### src/rtl/fetch_pkg.sv
// Shared types and constants for the instruction prefetch buffer.
// Latency: none (types and constants only).
// Backpressure: not applicable.
package fetch_pkg;

    typedef struct packed {
        logic [31:0] pc;
        logic [31:0] instr;
    } fetch_entry_t;

    typedef enum logic [1:0] {
        IDLE  = 2'd0,
        FETCH = 2'd1,
        FLUSH = 2'd2
    } fetch_state_t;

    localparam logic [31:0] NOP_INSTR   = 32'h0000_0013;
    // log2 of the instruction size in bytes; PCs step by 1 << INSTR_ALIGN
    localparam int unsigned INSTR_ALIGN = 2;

endpackage

### src/rtl/sync_fifo.sv
// Generic synchronous FIFO with clear; head is read straight from registered storage.
// Latency: an entry pushed at edge N is visible on data_o after edge N.
// Backpressure: push at full is legal only together with pop; producers must respect full_o.
module sync_fifo #(
    parameter int unsigned WIDTH = 32,
    parameter int unsigned DEPTH = 4
) (
    input  logic                           clk_i,
    input  logic                           rst_ni,
    input  logic                           clear_i,
    input  logic                           push_i,
    input  logic [WIDTH-1:0]               data_i,
    input  logic                           pop_i,
    output logic [WIDTH-1:0]               data_o,
    output logic                           full_o,
    output logic                           empty_o,
    output logic [$clog2(DEPTH+1)-1:0]     count_o
);

    localparam int unsigned AW = $clog2(DEPTH);
    localparam int unsigned CW = $clog2(DEPTH + 1);

    logic [WIDTH-1:0] mem_q [DEPTH];
    logic [AW-1:0]    wr_ptr_q, rd_ptr_q;
    logic [CW-1:0]    count_q;
    logic             do_push, do_pop;

    // A full FIFO may still accept a write when the head leaves in the same cycle.
    assign do_push = push_i && (!full_o || pop_i);
    assign do_pop  = pop_i && !empty_o;

    assign full_o  = (count_q == CW'(DEPTH));
    assign empty_o = (count_q == '0);
    assign count_o = count_q;
    assign data_o  = mem_q[rd_ptr_q];

    // Pointer and occupancy bookkeeping; clear empties the FIFO in one cycle.
    always_ff @(posedge clk_i or negedge rst_ni) begin
        if (!rst_ni) begin
            wr_ptr_q <= '0;
            rd_ptr_q <= '0;
            count_q  <= '0;
        end else if (clear_i) begin
            wr_ptr_q <= '0;
            rd_ptr_q <= '0;
            count_q  <= '0;
        end else begin
            if (do_push) wr_ptr_q <= wr_ptr_q + AW'(1);
            if (do_pop)  rd_ptr_q <= rd_ptr_q + AW'(1);
            count_q <= count_q + CW'(do_push) - CW'(do_pop);
        end
    end

    // Storage array; contents need no reset because occupancy gates every read.
    always_ff @(posedge clk_i) begin
        if (do_push && !clear_i) mem_q[wr_ptr_q] <= data_i;
    end

    overflow_chk:  assert property (@(posedge clk_i) disable iff (!rst_ni)
                                    !(push_i && full_o && !pop_i && !clear_i));
    underflow_chk: assert property (@(posedge clk_i) disable iff (!rst_ni)
                                    !(pop_i && empty_o && !clear_i));

endmodule

### src/rtl/instr_prefetch_buf.sv
// Sequential instruction prefetcher between I-cache and ID, with redirect flush.
// Latency: response at edge N+k is presented to ID from edge N+k+1; 1 instr/cycle sustained.
// Backpressure: requests stop while queued+outstanding reaches DEPTH; ID stalls via id_ready_i.
module instr_prefetch_buf
    import fetch_pkg::*;
#(
    parameter int unsigned DEPTH    = 4,
    parameter logic [31:0] RESET_PC = 32'h0000_0000
) (
    input  logic        clk_i,
    input  logic        rst_ni,
    input  logic        redirect_i,
    input  logic [31:0] redirect_pc_i,
    output logic        icache_req_o,
    output logic [31:0] icache_addr_o,
    input  logic        icache_gnt_i,
    input  logic        icache_rvalid_i,
    input  logic [31:0] icache_rdata_i,
    output logic        id_valid_o,
    output logic [31:0] id_instr_o,
    output logic [31:0] id_pc_o,
    input  logic        id_ready_i
);

    localparam int unsigned CW         = $clog2(DEPTH + 1);
    localparam logic [31:0] PC_STEP    = 32'd1 << INSTR_ALIGN;
    localparam logic [31:0] ALIGN_MASK = ~(PC_STEP - 32'd1);

    fetch_state_t  state_q, state_d;
    logic [31:0]   fetch_pc_q, fetch_pc_d;
    logic [CW-1:0] outstanding_q, outstanding_d;
    logic [CW-1:0] drop_q, drop_d;
    fetch_entry_t  last_q;

    logic          fire, accept_rsp, pop;
    logic [CW:0]   credit_used;
    logic [31:0]   pcq_head;
    logic          pcq_full, pcq_empty;
    logic [CW-1:0] pcq_count;
    fetch_entry_t  iq_in, iq_head;
    logic          iq_full, iq_empty;
    logic [CW-1:0] iq_count;

    // Credit uses registered occupancy only, so a same-cycle pop frees nothing until next cycle.
    assign credit_used   = {1'b0, iq_count} + {1'b0, outstanding_q};
    assign icache_req_o  = (state_q != IDLE) && !redirect_i && (credit_used < (CW+1)'(DEPTH));
    assign icache_addr_o = fetch_pc_q;
    assign fire          = icache_req_o && icache_gnt_i;

    // Responses are kept only when nothing stale is still in flight and no redirect is happening.
    assign accept_rsp = icache_rvalid_i && (drop_q == '0) && !redirect_i;
    assign pop        = id_valid_o && id_ready_i;
    assign iq_in      = '{pc: pcq_head, instr: icache_rdata_i};

    // PCs of live requests, matched to responses in order.
    sync_fifo #(.WIDTH(32), .DEPTH(DEPTH)) u_pc_q (
        .clk_i   (clk_i),
        .rst_ni  (rst_ni),
        .clear_i (redirect_i),
        .push_i  (fire),
        .data_i  (fetch_pc_q),
        .pop_i   (accept_rsp),
        .data_o  (pcq_head),
        .full_o  (pcq_full),
        .empty_o (pcq_empty),
        .count_o (pcq_count)
    );

    // Returned instructions awaiting ID.
    sync_fifo #(.WIDTH($bits(fetch_entry_t)), .DEPTH(DEPTH)) u_instr_q (
        .clk_i   (clk_i),
        .rst_ni  (rst_ni),
        .clear_i (redirect_i),
        .push_i  (accept_rsp),
        .data_i  (iq_in),
        .pop_i   (pop),
        .data_o  (iq_head),
        .full_o  (iq_full),
        .empty_o (iq_empty),
        .count_o (iq_count)
    );

    assign id_valid_o = !iq_empty;
    assign id_pc_o    = id_valid_o ? iq_head.pc    : last_q.pc;
    assign id_instr_o = id_valid_o ? iq_head.instr : last_q.instr;

    // Next-state logic: fetch PC advance, in-flight accounting, flush bookkeeping; redirect wins.
    always_comb begin
        state_d       = state_q;
        fetch_pc_d    = fetch_pc_q;
        drop_d        = drop_q;
        outstanding_d = outstanding_q + CW'(fire) - CW'(icache_rvalid_i);

        if (fire) fetch_pc_d = fetch_pc_q + PC_STEP;
        if (icache_rvalid_i && (drop_q != '0)) drop_d = drop_q - CW'(1);

        case (state_q)
            IDLE:    state_d = FETCH;
            FETCH:   state_d = FETCH;
            FLUSH:   if (drop_d == '0) state_d = FETCH;
            default: state_d = IDLE;
        endcase

        // Everything still in flight after this edge belongs to the old path.
        if (redirect_i) begin
            fetch_pc_d = redirect_pc_i & ALIGN_MASK;
            drop_d     = outstanding_d;
            state_d    = (outstanding_d != '0) ? FLUSH : FETCH;
        end
    end

    // Control state registers.
    always_ff @(posedge clk_i or negedge rst_ni) begin
        if (!rst_ni) begin
            state_q       <= IDLE;
            fetch_pc_q    <= RESET_PC;
            outstanding_q <= '0;
            drop_q        <= '0;
        end else begin
            state_q       <= state_d;
            fetch_pc_q    <= fetch_pc_d;
            outstanding_q <= outstanding_d;
            drop_q        <= drop_d;
        end
    end

    // Remember the last presented head so id_* hold their value while empty.
    always_ff @(posedge clk_i or negedge rst_ni) begin
        if (!rst_ni)         last_q <= '0;
        else if (id_valid_o) last_q <= iq_head;
    end

    pcq_track_chk: assert property (@(posedge clk_i) disable iff (!rst_ni)
                                    pcq_count == outstanding_q - drop_q);
    pcq_room_chk:  assert property (@(posedge clk_i) disable iff (!rst_ni) !(fire && pcq_full));
    pcq_rsp_chk:   assert property (@(posedge clk_i) disable iff (!rst_ni) !(accept_rsp && pcq_empty));
    iq_room_chk:   assert property (@(posedge clk_i) disable iff (!rst_ni)
                                    !(accept_rsp && iq_full && !pop));

endmodule

### config.mk
export PLATFORM = sky130hd
export DESIGN_NAME = instr_prefetch_buf
export DESIGN_NICKNAME = d
export VERILOG_FILES = /design/src/rtl/fetch_pkg.sv /design/src/rtl/sync_fifo.sv /design/src/rtl/instr_prefetch_buf.sv
export SDC_FILE = /design/constraint.sdc
export NUM_CORES = 1
export LEC_CHECK = 0
export ABC_AREA = 1
export BUFFER_PORTS_ARGS = -buffer_cell sky130_fd_sc_hd__buf_2
export CAP_MARGIN = 0
export CORE_UTILIZATION = 52
export DETAILED_ROUTE_END_ITERATION = 10
export GPL_ROUTABILITY_DRIVEN = 1
export PLACE_DENSITY = 0.7
export SLEW_MARGIN = 5
export SYNTH_ARGS = -nofsm -noshare
export SYNTH_HDL_FRONTEND = slang
export SYNTH_SLANG_ARGS = --single-unit
export TNS_END_PERCENT = 5
### constraint.sdc
create_clock -name clk_i -period 5.09 [get_ports clk_i]
set_clock_uncertainty 0.15 [all_clocks]
set_input_delay 0 -clock clk_i [delete_from_list [all_inputs] [get_ports clk_i]]
set_output_delay 0 -clock clk_i [all_outputs]
set_load 0.05 [all_outputs]
==> flow_summary.json <==
{
  "cp-start-kind": "register",
  "insertion_delay_ns": 0.59,
  "p_clk_share_pct": 25.8,
  "synth_cell_types": 37,
  "grtUsageMet2_pct": 39.9,
  "cts_resized": 0,
  "worst_setup_path_end_kind": "primary output",
  "synth.avg_cell_area_um2": 11.4,
  "slowest_stage": "buf_4",
  "crit_chain": "inv_2 -> buf_4 -> o21ai_0 -> a31oi_1 -> buf_2",
  "place_hpwl_um": 23500,
  "grtUsageTotal_pct": 23.3,
  "hp-class": "input pin to register",
  "grt_pass1_wl_um": 70000,
  "path_buf_inv": 3,
  "synthCells": 1719,
  "arrival_ns": 3.25,
  "p_sw_share_pct": 41.2,
  "grtUsageMet1_pct": 29.9,
  "hold_viol": 0,
  "vias": 13566,
  "io_pins": 168,
  "report.final.slew_viol_count": 0,
  "max_slew_margin_pct": 25.8,
  "core_um2": 36900,
  "grt_pass1_vias": 13545,
  "outcome": "finished, final reports clean",
  "p_int_w": 0.00812,
  "post_cts.repair.setup_buffers": 0,
  "gr-usage-met3_pct": 3.97,
  "wl_um": 44300,
  "nets": 2107,
  "busiest_layer": "met2",
  "port_buffers": 161,
  "power.switching_w": 0.00568,
  "p_leak_nw": 9.16,
  "peakVddDrop_mv": 0.364,
  "critPathRequiredTime_ns": 4.94,
  "maxCapViolations": 0,
  "fin_setup_tns_ns": 0,
  "rsz0062_at_grt": "false",
  "comb_power_share_pct": 36.3,
  "period_needed_ns": 3.40,
  "fillerInstances": 2666,
  "antenna_found_initial": 0,
  "cpPeakStageDelay_ns": 0.82,
  "viasPerCell": 5.31,
  "drtIter0Drc": 912,
  "setup_ws_ns": 1.69,
  "power_frac_seq_pct": 37.9,
  "cts_root_buf": "clkbuf_16",
  "initial_core_util_pct": 53.2,
  "drt_pass1_iterations": 5,
  "cts_buffers": 48,
  "synth.ff_latch_count": 482,
  "clkSinkCount": 482,
  "setup_violations": 0,
  "die_area_um2": 38500,
  "rows": 70,
  "clkTransAtPathRegs_ns": 0.06,
  "max_freq_mhz": 294,
  "h-tree-depth": 2,
  "tightest_slew_ns": 1.11,
  "fp.dieH_um": 196,
  "grt.overflow.total": 0,
  "period_share_pct": 66.8,
  "synthesis.area_um2": 19600,
  "yosysSeqAreaShare_pct": 70.9,
  "cts_tree": "built",
  "die_w_um": 196,
  "layout-drive-gt1-share_pct": 13.5,
  "p_per_area_nw_per_um2": 576,
  "holdWs_ns": 0.0112,
  "criticalPathCategory": "register to primary output",
  "clockBufferDepth": 3,
  "dp_slack_ns": 1.93,
  "remaining_drc_errors": 0,
  "yosysWarnings": 0,
  "routedWlPerCell_um": 17.3,
  "postRouteAntennaNets": 0,
  "critPathMaxFanout": 124,
  "area_growth_pct": 22.2,
  "grt_max_degree": 125,
  "antennaDiodeCount": 0,
  "crit_family": "buffers and inverters",
  "place_congestion": 0.830,
  "ctsHoldBuffers": 156
}
[layout by cell type, fill, tap and decap left out, types with 2 or more instances in the layout]
| cell | Yosys | layout |
|---|---|---|
| xor2_1 | 8 | 8 |
| clkinvlp_4 | 0 | 4 |
| inv_1 | 83 | 83 |
| clkbuf_1 | 44 | 8 |
| a21oi_1 | 3 | 3 |
| o22ai_1 | 30 | 30 |
| inv_4 | 2 | 2 |
| nor2_1 | 431 | 423 |
| nand2_4 | 2 | 3 |
| clkinv_4 | 0 | 4 |
| bufinv_16 | 0 | 6 |
| nand2_2 | 2 | 2 |
| o21bai_1 | 3 | 3 |
| edfxtp_1 | 368 | 368 |
| clkinv_2 | 0 | 8 |
| fa_1 | 3 | 3 |
| a31oi_1 | 62 | 62 |
| nor2_4 | 2 | 10 |
| dfrtp_1 | 114 | 112 |
| clkbuf_16 | 0 | 48 |
| ha_1 | 19 | 19 |
| nand2_1 | 212 | 211 |
| inv_2 | 2 | 2 |
| xnor2_1 | 7 | 7 |
| dlygate4sd3_1 | 0 | 155 |
| buf_2 | 26 | 160 |
| conb_1 | 1 | 4 |
| clkinv_1 | 1 | 7 |
| buf_4 | 10 | 15 |
| o21ai_0 | 199 | 199 |
| nor2_2 | 6 | 6 |
| nor3_1 | 3 | 3 |
| nand3_1 | 63 | 63 |
[layer usage]
metal	share of wire, %	wire length, um	vias up
met5	0	0	-
met4	2.6	1140	0
met3	6.3	2780	86
met2	50	22000	455
met1	42	18400	6529
li1	-	-	6496
[cell usage after synthesis]
cell type,instances,share of area (%)
nor2_1,431,8.3
edfxtp_1,368,56
nand2_1,212,4.1
o21ai_0,199,5.1
dfrtp_1,114,15
inv_1,83,1.6
nand3_1,63,1.6
a31oi_1,62,2.0
clkbuf_1,44,0.84
o22ai_1,30,0.96
buf_2,26,0.66
ha_1,19,1.2
buf_4,10,0.38
xor2_1,8,0.36
xnor2_1,7,0.31
nor2_2,6,0.19
a21oi_1,3,0.077
fa_1,3,0.31
nor3_1,3,0.077
o21bai_1,3,0.11
buf_1,2,0.038
buf_6,2,0.11
clkbuf_2,2,0.051
inv_2,2,0.038
inv_4,2,0.064
nand2_2,2,0.064
nand2_4,2,0.11
nor2_4,2,0.11
buf_12,1,0.10
buf_8,1,0.077
clkinv_1,1,0.019
conb_1,1,0.019
nand3b_1,1,0.038
o211ai_1,1,0.038
o21a_1,1,0.038
o31ai_1,1,0.038
or2_2,1,0.032
[kinds of logic (layout without fill, tap and decap cells)]
family,count (synthesis),count (layout),share of synthesized area (%)
AOI/OAI and AO/OA,300,300,8.32
xor gates and xnor gates,15,15,0.670
adders and majority gates,22,22,1.52
buffers and inverters,176,507,3.98
DFF,482,482,70.9
other,1,4,0.0191
and+or+nand+nor,723,723,14.6
[area by class of cell]
type | count | area [um2] | share of cell area, %
multi-input cells | 1064 | 5000 | 20.9
clock buffers | 57 | 1240 | 5.20
repair buffers | 331 | 2490 | 10.4
well taps | 504 | 631 | 2.63
flip-flops and latches | 482 | 13900 | 58.0
inverters | 88 | 335 | 1.40
clock inverters | 31 | 353 | 1.47
[metrics by stage]
| stage | utilization, % | total power (W) | cells | cell area [um2] |
|---|---|---|---|---|
| finish | 65.0 | 0.0138 | 2557 | 24000 |
| global route | 65.0 | 0.0144 | 2557 | 24000 |
| CTS | 65.0 | 0.0139 | 2557 | 24000 |
| global placement | 56.4 | 0.0100 | 2313 | 20800 |
| detailed placement | 56.4 | 0.0101 | 2313 | 20800 |
| floorplan | - | 0.00889 | 1722 | 19600 |
[sequential cells by signal, indices dropped and copies added (netlist names)]
register and flops:
u_pc_q.count_o 3, drop_q 3, icache_addr_o 30, u_instr_q.mem_q 248
outstanding_q 3, u_pc_q.mem_q 120, u_pc_q.rd_ptr_q 2, u_pc_q.wr_ptr_q 2
u_instr_q.rd_ptr_q 2, u_instr_q.count_o 3, u_instr_q.wr_ptr_q 2, state_q 2
last_q 62
[worst reg2reg max path: cells and delay by family (launching register included)]
family,cells,cell delay [ns]
AOI/OAI and AO/OA,1,0.09
adders and majority gates,4,1.22
buffers and inverters,4,0.78
DFF,1,0.43
and+or+nand+nor,5,0.59
[power groups by stage]
| stage | logic, W | clock network (W) | registers, W |
|---|---|---|---|
| 2_1_floorplan | 0.00350 | 0 | 0.00540 |
| 3_3_place_gp | 0.00472 | 0 | 0.00529 |
| 3_5_place_dp | 0.00480 | 0 | 0.00531 |
| 4_1_cts | 0.00501 | 0.00362 | 0.00523 |
| 5_1_grt | 0.00537 | 0.00377 | 0.00529 |
| 6_report | 0.00501 | 0.00356 | 0.00523 |
[worst paths after layout]
| check | from | to | slack, ns | cells after the start |
|---|---|---|---|---|
| worst max-delay path | u_instr_q.rd_ptr_q[0]$_DFFE_PN0P_ | id_pc_o[16] | 1.69 | 5 |
| worst min-delay path | icache_rdata_i[21] | u_instr_q.mem_q[2][21]$_DFFE_PP_ | 0.01 | 2 |
| worst max register to register | u_instr_q.count_o[2]$_DFF_PN0_ | drop_q[1]$_DFF_PN0_ | 1.71 | 14 |
| worst min register to register | last_q[35]$_DFFE_PN0N_ | last_q[35]$_DFFE_PN0N_ | 0.39 | 2 |
| max in group asynchronous | rst_ni | u_instr_q.rd_ptr_q[0]$_DFFE_PN0P_ | 3.87 | 4 |
| min in group asynchronous | rst_ni | last_q[35]$_DFFE_PN0N_ | 0.44 | 4 |
Power figures use the tool's default switching activity.
